--- config.mk ---
export PLATFORM = sky130hd
export DESIGN_NAME = sweep_bist
export DESIGN_NICKNAME = d
export VERILOG_FILES = /design/src/rtl/sweep_pkg.sv /design/src/rtl/sweep_misr.sv /design/src/rtl/sweep_bist.sv
export SDC_FILE = /design/constraint.sdc
export NUM_CORES = 1
export LEC_CHECK = 0
export ABC_AREA = 1
export CAP_MARGIN = 20
export CORE_ASPECT_RATIO = 1.25
export CORE_MARGIN = 2
export CORE_UTILIZATION = 50
export CTS_BUF_LIST = sky130_fd_sc_hd__clkbuf_8
export CTS_CLUSTER_SIZE = 28
export DETAILED_ROUTE_END_ITERATION = 8
export PLACE_DENSITY = 0.79
export SYNTH_ARGS = -nofsm -noshare
export SYNTH_HDL_FRONTEND = slang
export SYNTH_HIERARCHICAL = 1
export SYNTH_SLANG_ARGS = --single-unit
export TNS_END_PERCENT = 5
--- constraint.sdc ---
create_clock -name clk -period 1.9 [get_ports clk]
set_input_delay 0.285 -clock clk [delete_from_list [all_inputs] [get_ports clk]]
set_output_delay 0.285 -clock clk [all_outputs]
set_load 0.02 [all_outputs]
--- src/rtl/sweep_pkg.sv ---
// Shared types and the MISR step function for the sweep BIST controller.
package sweep_pkg;

  typedef enum logic [1:0] {IDLE, RUN, DRAIN, DONE} state_t;

  // The computation is done at 64 bits so that any signature width up to 64 can use it.
  // The caller truncates the result to its own width.
  function automatic logic [63:0] misr_step(input logic [63:0] sig,
                                            input logic [63:0] poly,
                                            input logic [63:0] din,
                                            input int unsigned width);
    logic [63:0] fb;
    fb = sig[width-1] ? poly : 64'd0;
    return (sig << 1) ^ fb ^ din;
  endfunction

endpackage

--- src/rtl/sweep_misr.sv ---
// Multiple-input signature register: it loads the seed on load, then
// compresses din once per enabled cycle.
module sweep_misr
  import sweep_pkg::*;
#(
  parameter int               SIG_W    = 16,
  parameter int               DIN_W    = 6,
  parameter logic [SIG_W-1:0] SIG_POLY = 16'h1021
) (
  input  logic             clk,
  input  logic             rst_n,
  input  logic             load,
  input  logic             en,
  input  logic [SIG_W-1:0] seed,
  input  logic [DIN_W-1:0] din,
  output logic [SIG_W-1:0] sig
);

  // NOTE: registers are written with non-blocking assignments only, so every
  // flop samples its inputs as they were before the clock edge.
  always_ff @(posedge clk or negedge rst_n) begin
    if (!rst_n) begin
      sig <= '0;
    end else if (load) begin
      sig <= seed;
    end else if (en) begin
      sig <= SIG_W'(misr_step(64'(sig), 64'(SIG_POLY), 64'(din), SIG_W));
    end
  end

endmodule

--- src/rtl/sweep_bist.sv ---
// Exhaustive operand sweep generator (binary or Gray order). The DUT's
// responses are compacted into a MISR signature.
module sweep_bist
  import sweep_pkg::*;
#(
  parameter int                 A_W      = 5,
  parameter int                 B_W      = 5,
  parameter int                 Y_W      = 6,
  parameter int                 RESP_LAT = 0,
  parameter int                 SIG_W    = 16,
  parameter logic [SIG_W-1:0]   SIG_POLY = 16'h1021,
  parameter logic [SIG_W-1:0]   SIG_SEED = 16'hFFFF
) (
  input  logic                 clk,
  input  logic                 rst_n,
  input  logic                 start,
  input  logic                 mode,
  input  logic                 hold,
  output logic [A_W-1:0]       a,
  output logic [B_W-1:0]       b,
  output logic                 vec_valid,
  input  logic [Y_W-1:0]       resp_in,
  output logic                 busy,
  output logic                 done,
  output logic [SIG_W-1:0]     signature,
  output logic [A_W+B_W:0]     vec_count
);

  localparam int           N     = A_W + B_W;
  localparam logic [N-1:0] LAST  = '1;
  localparam logic [N:0]   TOTAL = {1'b1, {N{1'b0}}};

  state_t       state;
  logic [N-1:0] index;
  logic [N-1:0] vec;
  logic         mode_q;
  logic         go;
  logic         vld_d;

  assign go        = start && (state == IDLE || state == DONE);
  assign vec_valid = (state == RUN) && !hold;
  assign vec       = mode_q ? (index ^ (index >> 1)) : index;
  assign a         = vec[A_W-1:0];
  assign b         = vec[N-1:A_W];
  assign busy      = (state == RUN) || (state == DRAIN);
  assign done      = (state == DONE);

  // The valid pipeline keeps shifting during hold. This lets responses already in flight still reach the MISR.
  if (RESP_LAT == 0) begin : g_no_pipe
    assign vld_d = vec_valid;
  end else begin : g_pipe
    logic [RESP_LAT-1:0] pipe;
    always_ff @(posedge clk or negedge rst_n) begin
      if (!rst_n) pipe <= '0;
      else        pipe <= (pipe << 1) | RESP_LAT'(vec_valid);
    end
    assign vld_d = pipe[RESP_LAT-1];
  end

  always_ff @(posedge clk or negedge rst_n) begin
    if (!rst_n) begin
      state     <= IDLE;
      index     <= '0;
      mode_q    <= 1'b0;
      vec_count <= '0;
    end else begin
      case (state)
        IDLE, DONE: begin
          if (start) begin
            state  <= RUN;
            index  <= '0;
            mode_q <= mode;
          end
        end
        RUN: begin
          if (vec_valid) begin
            index <= index + 1'b1;
            if (index == LAST) state <= (RESP_LAT == 0) ? DONE : DRAIN;
          end
        end
        DRAIN: begin
          // The absorption this cycle is the last one, so leave after this edge.
          if (vld_d && vec_count == TOTAL - 1'b1) state <= DONE;
        end
        default: state <= IDLE;
      endcase

      if (go)         vec_count <= '0;
      else if (vld_d) vec_count <= vec_count + 1'b1;
    end
  end

  sweep_misr #(
    .SIG_W   (SIG_W),
    .DIN_W   (Y_W),
    .SIG_POLY(SIG_POLY)
  ) u_misr (
    .clk  (clk),
    .rst_n(rst_n),
    .load (go),
    .en   (vld_d),
    .seed (SIG_SEED),
    .din  (resp_in),
    .sig  (signature)
  );

endmodule

### Word-level counts from Yosys, hierarchy flattened

Cells that the tools add are included.

| cells by class | value |
|---|---|
| muxes and demuxes | 14 |
| add/sub/neg operators | 2 |
| bitwise gates (word level) | 3 |
| equality and inequality tests | 9 |
| reductions and logical operators | 13 |

Operators with widths:

| cell | number |
|---|---|
| 16-bit 2-to-1 mux | 2 |
| 10-bit 2-to-1 mux | 3 |
| 11-bit 2-to-1 mux | 2 |
| 10-bit case mux with 2 select lines | 1 |
| 16-bit bitwise XOR | 1 |
| 16-bit by 6-bit bitwise XOR with 16-bit output | 1 |
| 13-bit 2-to-1 mux | 1 |
| 11-bit by 1-bit adder with 11-bit output, second input constant | 1 |
| 11-bit by 10-bit equality test with 1-bit output, second input constant | 1 |
| 10-bit by 1-bit adder with 10-bit output, second input constant | 1 |
| 10-bit equality test, second input constant | 1 |
| 10-bit by 9-bit bitwise XOR with 10-bit output | 1 |
| 2-bit 2-to-1 mux | 4 |
| 2-bit case mux with 3 select lines | 1 |
| 2-bit equality test, second input constant | 2 |
| 2-bit by 1-bit inequality test with 1-bit output, second input constant | 2 |
| 2-bit inequality test, second input constant | 2 |
| 4-bit AND reduction | 1 |
| 2-bit nonzero test | 2 |
| 1-bit logical AND | 3 |
| 3-bit AND reduction | 1 |
| 2-bit by 1-bit equality test with 1-bit output, second input constant | 1 |
| 2-bit zero test | 1 |
| 1-bit logical OR | 2 |
| 3 further kinds | 3 |

| storage, ports and cells | value |
|---|---|
| output and inout bits | 40 |
| logic and storage cells | 46 |
| bits of input ports | 11 |
| bits in registers | 40 |

### Depth between registers and ports, before layout

Gate-level depths: netlist (run 1).

| logic depth | value |
|---|---|
| depth in word-level cells | 5 |
| depth in mapped cells | 10 |
| gate-level depth less buffers | 8 |

### Modules after synthesis

Netlist (run 1), hierarchy kept.

By module, submodules not included:

| module | area each (um^2) | sequential area each (um^2) | cells each | times used |
|---|---|---|---|---|
| sweep_bist | 1574.0 | 600.6 | 212 | 1 |
| sweep_misr | 815.8 | 400.4 | 89 | 1 |

### Least setup slack after synthesis (run 1)

OpenSTA, ideal clock, no wires.

| timing path | value |
|---|---|
| path kind | reg-to-reg |
| start | reg state[0] |
| end | reg u_misr.sig[5] |
| arrival time | 1507 ps |
| cell stages (with the launch flop) | 9 |
| slack | 273 ps |
| path buffers | 2 |
| library setup time | 120 ps |
| period minus slack after synthesis | 1627 ps |
| required time | 1780 ps |
| cells stage by stage | dfrtp_1 -> inv_1 -> ha_1 -> nand2_2 -> inv_1 -> clkbuf_8 -> buf_2 -> a22oi_2 -> nand2_1 |

| between the ends | value |
|---|---|
| word-level cells in the longest chain between the ends | 4 |
| elaborated cells on any way between the ends | 8 |
| classes of those cells | eq/ne (2); mux (1); reduce/logical (5) |

RTL lines:

| what | RTL line | RTL |
|---|---|---|
| start: declaration | sweep_bist.sv:33 | `state_t state;` |
| start signal: assignment | sweep_bist.sv:78 | `if (index == LAST) state <= (RESP_LAT == 0) ? DONE : DRAIN;` |
| 2-bit equality test / 2-bit zero test (equally long branches) | sweep_bist.sv:40 | `assign go = start && (state == IDLE \|\| state == DONE);` |
| 1-bit logical OR * | sweep_bist.sv:40 |  |
| 1-bit logical AND * | sweep_bist.sv:40 |  |
| named net go | sweep_bist.sv:37 | `logic go;` |
| 16-bit 2-to-1 mux / 2-bit nonzero test (equally long branches) | n/a |  |
| end signal: assignment | sweep_misr.sv:27 | `sig <= SIG_W'(misr_step(64'(sig), 64'(SIG_POLY), 64'(din), SIG_W));` |
| end: declaration | sweep_misr.sv:16 | `output logic [SIG_W-1:0] sig` |

The timed path passes the listed nets; every way through them passes the cells marked *.
A chain may end at the register's enable or synchronous reset.

### Worst setup path after layout (run 1)

| timing path | value |
|---|---|
| start | reg index[2] |
| end | out a[1] |

| between the ends | value |
|---|---|
| word-level cells in the longest chain between the ends | 2 |

RTL lines:

| what | RTL line | RTL |
|---|---|---|
| start: declaration | sweep_bist.sv:34 | `logic [N-1:0] index;` |
| start signal: assignment | sweep_bist.sv:77 | `index <= index + 1'b1;` |
| 10-bit by 9-bit bitwise XOR with 10-bit output | sweep_bist.sv:42 | `assign vec = mode_q ? (index ^ (index >> 1)) : index;` |
| 10-bit 2-to-1 mux | sweep_bist.sv:42 |  |
| end: declaration | sweep_bist.sv:19 | `output logic [A_W-1:0] a,` |

Every way passes these cells.

==> results of run 1 <==
[timing repair]
item / CTS / global route
setup endpoints to repair: 11 / 16
gates cloned: 0 / 1
pin swaps: 0 / 1
setup buffers: 0 / 2
gates resized for setup: 12 / 4
[power by group]
| part | switching, W | internal (W) |
|---|---|---|
| clock network | 0.000300 | 0.000290 |
| registers | 0.000252 | 0.00107 |
| logic | 0.000731 | 0.000602 |
| total | 0.00128 | 0.00196 |
[kinds of logic (layout without fill, tap and decap cells)]
family,Yosys count,in the layout
muxes,1,1
xor gates and xnor gates,7,7
DFF,40,40
buffers and inverters,45,105
other,1,16
adders and majority gates,13,13
and+or+nand+nor,146,147
AOI/OAI and AO/OA,48,48
[sequential cells by signal, indices dropped and copies added, names as in the netlist]
signal      cells
u_misr/sig     16
index          10
mode_q          1
state           2
vec_count      11
[cell usage after synthesis, drive strengths merged, types with 2 or more instances]
cell,number
nand2,88
clkbuf,2
xnor2,6
a21oi,11
buf,8
ha,13
o21ai,28
dfrtp,40
a22oi,7
nand4,11
inv,35
nor2,21
nand3,22
[layer usage]
metal	GRT usage, %	vias up
met5	0	-
met4	5.63	0
met3	4.43	6
met2	36.9	47
met1	24.5	1004
li1	-	1118
[final cells by class]
type                            count  share of cell area [%]
Clock buffer                        6                    2.64
Clock inverter                      2                   0.360
Inverter                           35                    4.31
Multi-Input combinational cell    232                    39.7
Sequential cell                    40                    32.0
Tap cell                           60                    2.40
Timing Repair Buffer               62                    18.5
[worst max-delay path by stage]
stage | from | end | slack, ps | depth (start not counted)
2_1_floorplan | state[0] | u_misr/sig[5] | 270 | 8
3_3_place_gp | hold | vec_valid | 90 | 5
3_5_place_dp | hold | vec_valid | 80 | 5
4_1_cts | index[8] | b[3] | 5 | 3
5_1_grt | state[0] | index[2] | 10 | 8
6_report | index[2] | a[1] | 80 | 4
[per-stage QoR]
stage / std cells / hold WS (ps) / util [%]
after detailed placement: 426 / 387 / 64.6
after global routing: 437 / 85.3 / 67.2
after global placement: 426 / 380 / 64.6
final: 437 / 37.1 / 67.2
after CTS: 434 / 67.7 / 66.4
after floorplan: 316 / -10.6 / -
==> flow_summary.ini, run 1 <==
[synth]
ys_seq_area_share_pct = 41.9
synth_top_family_by_area = simple AND/OR/NAND/NOR gates
synth_top_cell_by_area = dfrtp_1
synth_xor_area_share_pct = 2.57
synth_compound_area_share_pct = 11.2
synth-async-reset-ratio_pct = 100
synthTopCellsByArea = dfrtp_1 (42%), nand2_1 (13%), ha_1 (6.8%)
yosysWarnings = 6
ys_seq_elements = 40
muxShareOfSynthArea_pct = 0.471
synthAdderAreaFrac_pct = 6.81
synth_top_area_share_pct = 41.9
synth-simple-area-share_pct = 28.1
syn_inst = 301
synth.avg_cell_area_um2 = 7.94
synthFlopType = dfrtp_1
ys_types = 33
synth_area_mm2 = 0.00239
synth_edf_count = 0

[sta]
hold_violations = 0
min_period_over_period_pct = 95.8
slew_headroom_pct = 65.9
rsz0062_at_grt = false
setup_slack_ps = 79.6
skew_ps = 3.24
period_needed_ps = 1820
max_freq_mhz = 549
setup_violations = 0
slew_violations = 0
worst_slew_pin_slew_ps = 511
final.setup.tns_ps = 0

[placed_design]
dp_hpwl_um = 3760
gp_congestion = 0.805
pre_cts_slack_ps = 76.5
placed_cell_area_mm2 = 0.00301
numPortBuffers = 50

[detailed_routing]
wl_um = 5280
wl_met2_um = 2750
num_vias = 2175
routedLengthMet1_um = 2250
drtAntennaViolNets = 0
dr_wl_met3_um = 224
maxUsedRoutingLayer = met4
drt_iter0_markers = 129
drc = 0
dr.pass1.iters = 4
vias_per_cell = 4.98
wl_per_cell_um = 12.1

[critical_path]
reg2reg_depth = 8
crit_required_ps = 1620
cp-end-kind = output pin
cp_cell_sequence = ha_1, nand2_1, o21ai_0, dlygate4sd2_1
rrSetupSlack_ps = 150
reg2reg_to = index[2]
worstSetupPathType = reg2out
crit_slowest_cell = dfrtp_1
worstPathMaxFanout = 5
path_delay_family = flip-flops
crit_buf_inv = 1
crit_path_start_kind = flip-flop
crit_path_max_incr_delay_ps = 440
critPathArrivalTime_ps = 1540
timing.rr.start = state[0]

[clock_network]
clock_sinks = 40
cts_tree = built
clockBufferDepth = 2
holdBufCountCts = 0
clk_latency_ps = 290
root_buffer = clkbuf_8
cts_htree_levels = 2
cts_buffers = 5
clk_pin_slew_ps = 80

[finish]
areaGrowthSynthToFinish_pct = 31.0
fill_cells = 416
fin_nets = 400
antenna_cells = 0
regArea_mm2 = 0.00100
layout_commonest_cell = nand2_1
design_area_mm2 = 0.00313
drive_above_1_share_pct = 9.81
most-common-layout-cells = nand2_1 (84), dfrtp_1 (38), clkdlybuf4s50_1 (38)
multi_input_area_mm2 = 0.00124

[pwr]
leakagePower_nw = 1.58
finalPower_w = 0.00324
powerDensity_mw_per_mm2 = 1030
vdd_ir_drop_max_v = 0.000590

[floorplan]
die_area_mm2 = 0.00535
ios = 51
die_y_um = 81.3
die_w_um = 65.8
rows = 28
core_mm2 = 0.00466
start_util_pct = 51.3

[flow_run]
drv_cap = 0

[global_route]
grt_pass1_wl_um = 8610
grt_pass1_vias = 1968
grt_max_degree = 41
antenna_found_initial = 0
grt.overflow.total = 0
grt_usage_pct = 20.5

[worst_hold_path]
min_path_type = in2async

[outcome]
status = finished, final reports clean
Note: power is estimated with default switching activity, not from simulation.
==> run 2, diff against run 1 <==
CTS_CLUSTER_DIAMETER = 60   (was unset)
==> results of run 2 <==
Final layout, timing and power as in run 1 (identical DEF).
